File: src/rtl/bus_pkg.sv
`default_nettype none
// ============================================================================
// Module   : bus_pkg
// Brief    : Shared constants and helpers for the bs_gnrtr_n_rbtr endpoint.
// Revision : 1.0 - initial release
// ============================================================================
package bus_pkg;

    localparam int ADDR_W = 8;
    localparam int PKT_W  = 16;
    localparam logic [ADDR_W-1:0] BROADCAST_DEF = 8'b1000_1111;

    function automatic logic [ADDR_W-1:0] get_dest(input logic [PKT_W-1:0] pkt);
        return pkt[PKT_W-1 -: ADDR_W];
    endfunction

endpackage
`default_nettype wire

File: src/rtl/bus_fifo.sv
`default_nettype none
// ============================================================================
// Module   : bus_fifo
// Brief    : First-word-fall-through FIFO with occupancy count; a write is
//            accepted when full if a read happens in the same cycle.
// Revision : 1.0 - initial release
// ============================================================================
module bus_fifo #(
    parameter int width = 16,
    parameter int depth = 8
) (
    input  logic                       clk,
    input  logic                       rst_n,
    input  logic                       wr_i,
    input  logic [width-1:0]           wdata_i,
    input  logic                       rd_i,
    output logic [width-1:0]           rdata_o,
    output logic                       full_o,
    output logic                       empty_o,
    output logic [$clog2(depth+1)-1:0] count_o
);

    localparam int PTR_W = $clog2(depth);
    localparam int CNT_W = $clog2(depth+1);

    logic [width-1:0] mem_q [depth];
    logic [PTR_W-1:0] wptr_q, rptr_q;
    logic [CNT_W-1:0] count_q, count_d;
    logic             full_q, empty_q;
    logic             w_wr_ok, w_rd_ok;

    always_comb begin
        w_rd_ok = rd_i & ~empty_q;
        // When full the FIFO cannot be empty, so rd_i alone frees the slot.
        w_wr_ok = wr_i & (~full_q | rd_i);
        count_d = count_q;
        if (w_wr_ok && !w_rd_ok) begin
            count_d = count_q + CNT_W'(1);
        end else if (w_rd_ok && !w_wr_ok) begin
            count_d = count_q - CNT_W'(1);
        end
    end

    always_ff @(posedge clk or negedge rst_n) begin
        if (!rst_n) begin
            for (int i = 0; i < depth; i++) begin
                mem_q[i] <= '0;
            end
            wptr_q  <= '0;
            rptr_q  <= '0;
            count_q <= '0;
            full_q  <= 1'b0;
            empty_q <= 1'b1;
        end else begin
            if (w_wr_ok) begin
                mem_q[wptr_q] <= wdata_i;
                wptr_q        <= wptr_q + PTR_W'(1);
            end
            if (w_rd_ok) begin
                rptr_q <= rptr_q + PTR_W'(1);
            end
            count_q <= count_d;
            full_q  <= (count_d == CNT_W'(depth));
            empty_q <= (count_d == '0);
        end
    end

    assign rdata_o = mem_q[rptr_q];
    assign full_o  = full_q;
    assign empty_o = empty_q;
    assign count_o = count_q;

endmodule
`default_nettype wire

File: src/rtl/bus_dev_endpoint.sv
`default_nettype none
// ============================================================================
// Module   : bus_dev_endpoint
// Brief    : Device-side bus endpoint: TX FIFO popped by the arbiter, RX FIFO
//            filled by the arbiter, sticky error flags. Define
//            BUS_DEV_ADDR_FILTER_EN to accept only pushes addressed to id or
//            broadcast.
// Revision : 1.0 - initial release
// ============================================================================
module bus_dev_endpoint
    import bus_pkg::*;
#(
    parameter int                pckg_sz   = 16,
    parameter int                depth     = 8,
    parameter logic [ADDR_W-1:0] id        = 8'd0,
    parameter logic [ADDR_W-1:0] broadcast = BROADCAST_DEF
) (
    input  logic                       clk,
    input  logic                       reset,
    input  logic                       tx_wr,
    input  logic [pckg_sz-1:0]         tx_data,
    output logic                       tx_full,
    output logic [$clog2(depth+1)-1:0] tx_count,
    output logic                       pndng,
    output logic [pckg_sz-1:0]         D_pop,
    input  logic                       pop,
    input  logic                       push,
    input  logic [pckg_sz-1:0]         D_push,
    input  logic                       rx_rd,
    output logic                       rx_valid,
    output logic [pckg_sz-1:0]         rx_data,
    output logic [$clog2(depth+1)-1:0] rx_count,
    output logic [2:0]                 err
);

`ifdef BUS_DEV_ADDR_FILTER_EN
    localparam bit c_FILTER_EN = 1'b1;
`else
    localparam bit c_FILTER_EN = 1'b0;
`endif

    logic              w_tx_empty, w_rx_empty, w_rx_full;
    logic [ADDR_W-1:0] w_dest;
    logic              w_rx_accept;
    logic [2:0]        err_q, err_d;

    assign w_dest      = D_push[pckg_sz-1 -: ADDR_W];
    assign w_rx_accept = push & (~c_FILTER_EN | (w_dest == id) | (w_dest == broadcast));

    bus_fifo #(.width(pckg_sz), .depth(depth)) u_tx_fifo (
        .clk     (clk),
        .rst_n   (reset),
        .wr_i    (tx_wr),
        .wdata_i (tx_data),
        .rd_i    (pop),
        .rdata_o (D_pop),
        .full_o  (tx_full),
        .empty_o (w_tx_empty),
        .count_o (tx_count)
    );

    bus_fifo #(.width(pckg_sz), .depth(depth)) u_rx_fifo (
        .clk     (clk),
        .rst_n   (reset),
        .wr_i    (w_rx_accept),
        .wdata_i (D_push),
        .rd_i    (rx_rd),
        .rdata_o (rx_data),
        .full_o  (w_rx_full),
        .empty_o (w_rx_empty),
        .count_o (rx_count)
    );

    always_comb begin
        err_d    = err_q;
        err_d[0] = err_q[0] | (tx_wr & tx_full & ~pop);
        err_d[1] = err_q[1] | (pop & w_tx_empty);
        err_d[2] = err_q[2] | (w_rx_accept & w_rx_full & ~rx_rd);
    end

    always_ff @(posedge clk or negedge reset) begin
        if (!reset) begin
            err_q <= '0;
        end else begin
            err_q <= err_d;
        end
    end

    assign pndng    = ~w_tx_empty;
    assign rx_valid = ~w_rx_empty;
    assign err      = err_q;

endmodule
`default_nettype wire

File: config.mk
export PLATFORM = sky130hd
export DESIGN_NAME = bus_dev_endpoint
export DESIGN_NICKNAME = d
export VERILOG_FILES = /design/src/rtl/bus_pkg.sv /design/src/rtl/bus_fifo.sv /design/src/rtl/bus_dev_endpoint.sv
export SDC_FILE = /design/constraint.sdc
export NUM_CORES = 1
export LEC_CHECK = 0
export CAP_MARGIN = 25
export CORE_MARGIN = 4
export CORE_UTILIZATION = 30
export CTS_BUF_LIST = sky130_fd_sc_hd__clkbuf_2 sky130_fd_sc_hd__clkbuf_4 sky130_fd_sc_hd__clkbuf_8
export CTS_CLUSTER_DIAMETER = 40
export DETAILED_ROUTE_END_ITERATION = 10
export SLEW_MARGIN = 20
export SYNTH_ARGS = -nofsm -noshare
export SYNTH_HDL_FRONTEND = slang
export SYNTH_SLANG_ARGS = --single-unit
File: constraint.sdc
create_clock -name clk -period 2.4 [get_ports clk]
set_clock_uncertainty 0.05 [all_clocks]
set_input_delay 0.36 -clock clk [delete_from_list [all_inputs] [get_ports clk]]
set_output_delay 0.36 -clock clk [all_outputs]
set_load 0.05 [all_outputs]
==> tab_implementation.tex <==
\begin{tabular}{lr}
\hline
Metric & Value \\
\hline
\multicolumn{2}{l}{\textbf{Route}} \\
Via-to-Cell Ratio & 4.669 \\
Drc violations & 0 \\
Violation count after the first detailed-route iteration & about 270 \\
Routed Antenna Nets & 0 \\
DR WL/cell & 18.66 um \\
Detailed-router iteration count before antenna repair & 4 \\
Post-Route WL & around 29000 um \\
Via total after detailed routing & 7270 \\
\multicolumn{2}{l}{\textbf{Setup path}} \\
Sort of element at the start of the critical path & flop \\
Worst Setup End Kind & output pin \\
Type of the worst setup path & flop to output pin \\
Beginning of the worst register-to-register path & u\_tx\_fifo.wptr\_q[0] \\
Data required time at the worst endpoint & $\sim$2.0 ns \\
Data arrival time at the worst-slack endpoint & around 2.3 ns \\
Worst Setup SP & u\_rx\_fifo.rptr\_q[0] \\
Worst-path maximum fanout & 11 \\
\multicolumn{2}{l}{\textbf{Floorplan}} \\
Area of the core & 42980 sq um \\
Die Y & 216.2 um \\
I/O pin count & 84 \\
Die width & 216.2 um \\
Effective utilization at floorplan & a little under a third \\
FP Rows & 76 \\
Die footprint & 46740 sq um \\
\multicolumn{2}{l}{\textbf{GRT}} \\
Total routing usage reported by global routing & roughly an eighth \\
Largest net degree at the start of global routing & about 70 \\
Wire length of the first global-routing pass & 46440 um \\
Via count of the first global-routing pass & between 7k and 8k \\
Antenna violations before repair & 1 \\
Total congestion overflow after global routing & 0 \\
\multicolumn{2}{l}{\textbf{STA}} \\
Setup repair after global routing missed its margin & yes \\
Relative slew slack & 57.96\% \\
Final WS setup & -0.2756 ns \\
Fmax achieved & 0.3738 GHz \\
Post-layout min period & around 2.7 ns \\
Final number of max-transition violations & 0 \\
Actual transition at the worst max-transition pin & 0.6306 ns \\
Final setup violation count & 32 \\
Ratio of final minimum period to clock period & 111.5\% \\
Fin Hold WS & approximately 0.23 ns \\
Final hold vios & 0 \\
\multicolumn{2}{l}{\textbf{Placed design}} \\
Routability congestion estimate from global placement & between 0.7 and 0.8 \\
Buffers on Ports & a little over 80 \\
Post-Place Worst Slack & 0.004628 ns \\
Placement-stage cell area & 14780 sq um \\
Half-perimeter wire length after detailed placement & 17410 um \\
\multicolumn{2}{l}{\textbf{Synthesis}} \\
Post-synth ARST share & 100.0\% \\
Post-Synthesis Cells & roughly 790 \\
Nets in the synthesized netlist & 837 \\
Post-synth EDFFs & 0 \\
Area of the mapped netlist & 13000 sq um \\
Distinct cell type count after synthesis & 45 \\
Yosys reg bits & 283 \\
Leading register cell type out of synthesis & dfrtp\_1 \\
Yosys warning total & 0 \\
Post-Synthesis Mean Instance Area & 16.44 sq um \\
Biggest area consumer among synthesized cells & dfrtp\_1 \\
Portion of the post-synthesis area used by sequential elements & 54.47\% \\
Post-synth top area share & between 50\% and 60\% \\
Leading post-synthesis cells by cell area & dfrtp\_1 54\%, mux2\_2 25\%, mux4\_2 11\% \\
Count leader, synth & mux2\_2 \\
Most frequent cells after synthesis & 292 x mux2\_2, 281 x dfrtp\_1, 64 x mux4\_2, 17 x buf\_2, 14 x clkbuf\_1 \\
\multicolumn{2}{l}{\textbf{Layout}} \\
Fraction of layout cells with a size suffix above 1 & 57.41\% \\
Layout fillers & around 4k \\
Finished Core Util & a little under two fifths \\
Nets@finish & 980 \\
Footprint of the multi-input gates & 5678 sq um \\
Diodes inserted & 0 \\
Finished Cell Area & 16330 sq um \\
Area delta synth->final & 25.56\% \\
Area of all sequential standard cells & 7087 sq um \\
\multicolumn{2}{l}{\textbf{Status}} \\
Status & finished with violations \\
Violations in the final reports & setup timing \\
\multicolumn{2}{l}{\textbf{Clock tree}} \\
Maximum root-to-sink buffer count & 3 \\
Root buffer cell & clkbuf\_8 \\
Clock latency of the later-clocked register in the worst-skew pair & a little over 0.6 ns \\
CTS tree & done \\
CTS H-Tree Depth & 2 \\
TritonCTS Buffers & 56 \\
CTS sink cnt & 283 \\
Clk slew on worst S/H paths & about 0.060 ns \\
\multicolumn{2}{l}{\textbf{Power}} \\
Worst voltage drop across the vdd grid & 1.350 mV \\
Total Power & 27340 uW \\
Cell Pwr Density & about 1700 nW/um\^{}2 \\
P\_leak & 0.006909 uW \\
\multicolumn{2}{l}{\textbf{Hold path}} \\
Class of the most critical hold timing path & input pin to asynchronous set/reset pin \\
\multicolumn{2}{l}{\textbf{Flow run}} \\
Max capacitance violation total & 0 \\
\hline
\end{tabular}
## final timing paths
kind                                       end  slack, ns  cells after the start
min in group clk                        err[1]       0.42                      1
max in group asynchronous  u_rx_fifo.mem_q[27]       1.25                      3
max                                rx_data[13]      -0.28                      5
max reg2reg                u_tx_fifo.mem_q[69]       0.48                      3
min                        u_tx_fifo.mem_q[70]       0.23                      2
min reg2reg                             err[1]       0.42                      1
## layout by cell type (no fill, tap or decap), drive strengths merged, types with 2 or more instances in the layout
cell type	synthesis	routed
a21oi	4	4
a31o	2	2
and3	5	5
buf	33	82
bufinv	0	3
clkbuf	15	76
clkdlybuf4s50	0	47
clkinv	0	8
clkinvlp	0	7
dfrtp	281	281
dfstp	2	2
dlygate4sd2	0	2
ha	8	8
inv	10	12
mux2	292	292
mux2i	2	2
mux4	64	64
nand2	12	12
nand2b	3	3
nand3	5	5
nand3b	2	2
nand4b	2	2
nor2	7	7
nor2b	3	3
nor3	2	2
nor4	3	3
nor4b	6	6
o21ai	2	2
o21bai	2	2
xnor2	11	11
xor2	4	4
## cell families (layout without fill, tap and decap cells)
family          count (synthesis)  in the layout  share of synthesized area, %
buf+inv                        58            239                         2.559
flops                         283            283                         54.47
xor+xnor                       15             15                         1.010
compound gates                 16             16                        0.8371
simple gates                   53             53                         3.829
mux                           358            358                         36.52
fa+ha+maj                       8              8                        0.7697
## critical path, cell delays in order, from the launching register on
cell	delay, ns
dfrtp_2	0.40
buf_12	0.12
buf_12	0.15
mux4_2	0.50
mux2_4	0.31
buf_6	0.16
## final cells by class
type / instances / share of cell area, %
clock buffer: 76 / 5.984
tap: 585 / 4.482
multi-input combinational: 450 / 34.77
timing repair buffer: 133 / 9.846
sequential: 283 / 43.40
clock inverter: 20 / 1.287
inverter: 10 / 0.2299
## metal layers
layer	wire length, um	global-route usage, %	vias to the layer above	share of wire [%]
li1	-	-	3241	-
met1	12670	16.14	3851	44
met2	14380	21.15	124	50
met3	1355	3.253	52	4.7
met4	625	4.032	2	2.2
met5	13	0	-	0.045
## what timing repair did
item	CTS	global route
endpoints found under the setup margin	34	33
gates cloned	3	0
buffers inserted	6	0
resized for setup	60	12
endpoints found under the hold margin	58	0
hold buffers	1	0
## per-stage QoR
step / TNS [ns] / std cells
2_1_floorplan: 0 / 791
3_3_place_gp: 0 / 1453
3_5_place_dp: 0 / 1453
4_1_cts: -10.36 / 1559
5_1_grt: -11.30 / 1557
6_report: -7.829 / 1557
## registers in the layout (all words and copies together), names as in the netlist
| signal | count |
|---|---|
| err | 3 |
| u_rx_fifo.count_o | 4 |
| u_rx_fifo.empty_o | 1 |
| u_rx_fifo.full_o | 1 |
| u_rx_fifo.mem_q | 128 |
| u_rx_fifo.rptr_q | 3 |
| u_rx_fifo.wptr_q | 3 |
| u_tx_fifo.count_o | 4 |
| u_tx_fifo.empty_o | 1 |
| u_tx_fifo.full_o | 1 |
| u_tx_fifo.mem_q | 128 |
| u_tx_fifo.rptr_q | 3 |
| u_tx_fifo.wptr_q | 3 |
## power by group
group | switching [uW] | total, uW | internal, uW
Clock | 2170 | 5140 | 2970
Combinational | 6460 | 13600 | 7150
Sequential | 1390 | 8600 | 7210
Total | 10000 | 27300 | 17300
Power figures use the tool's default switching activity.
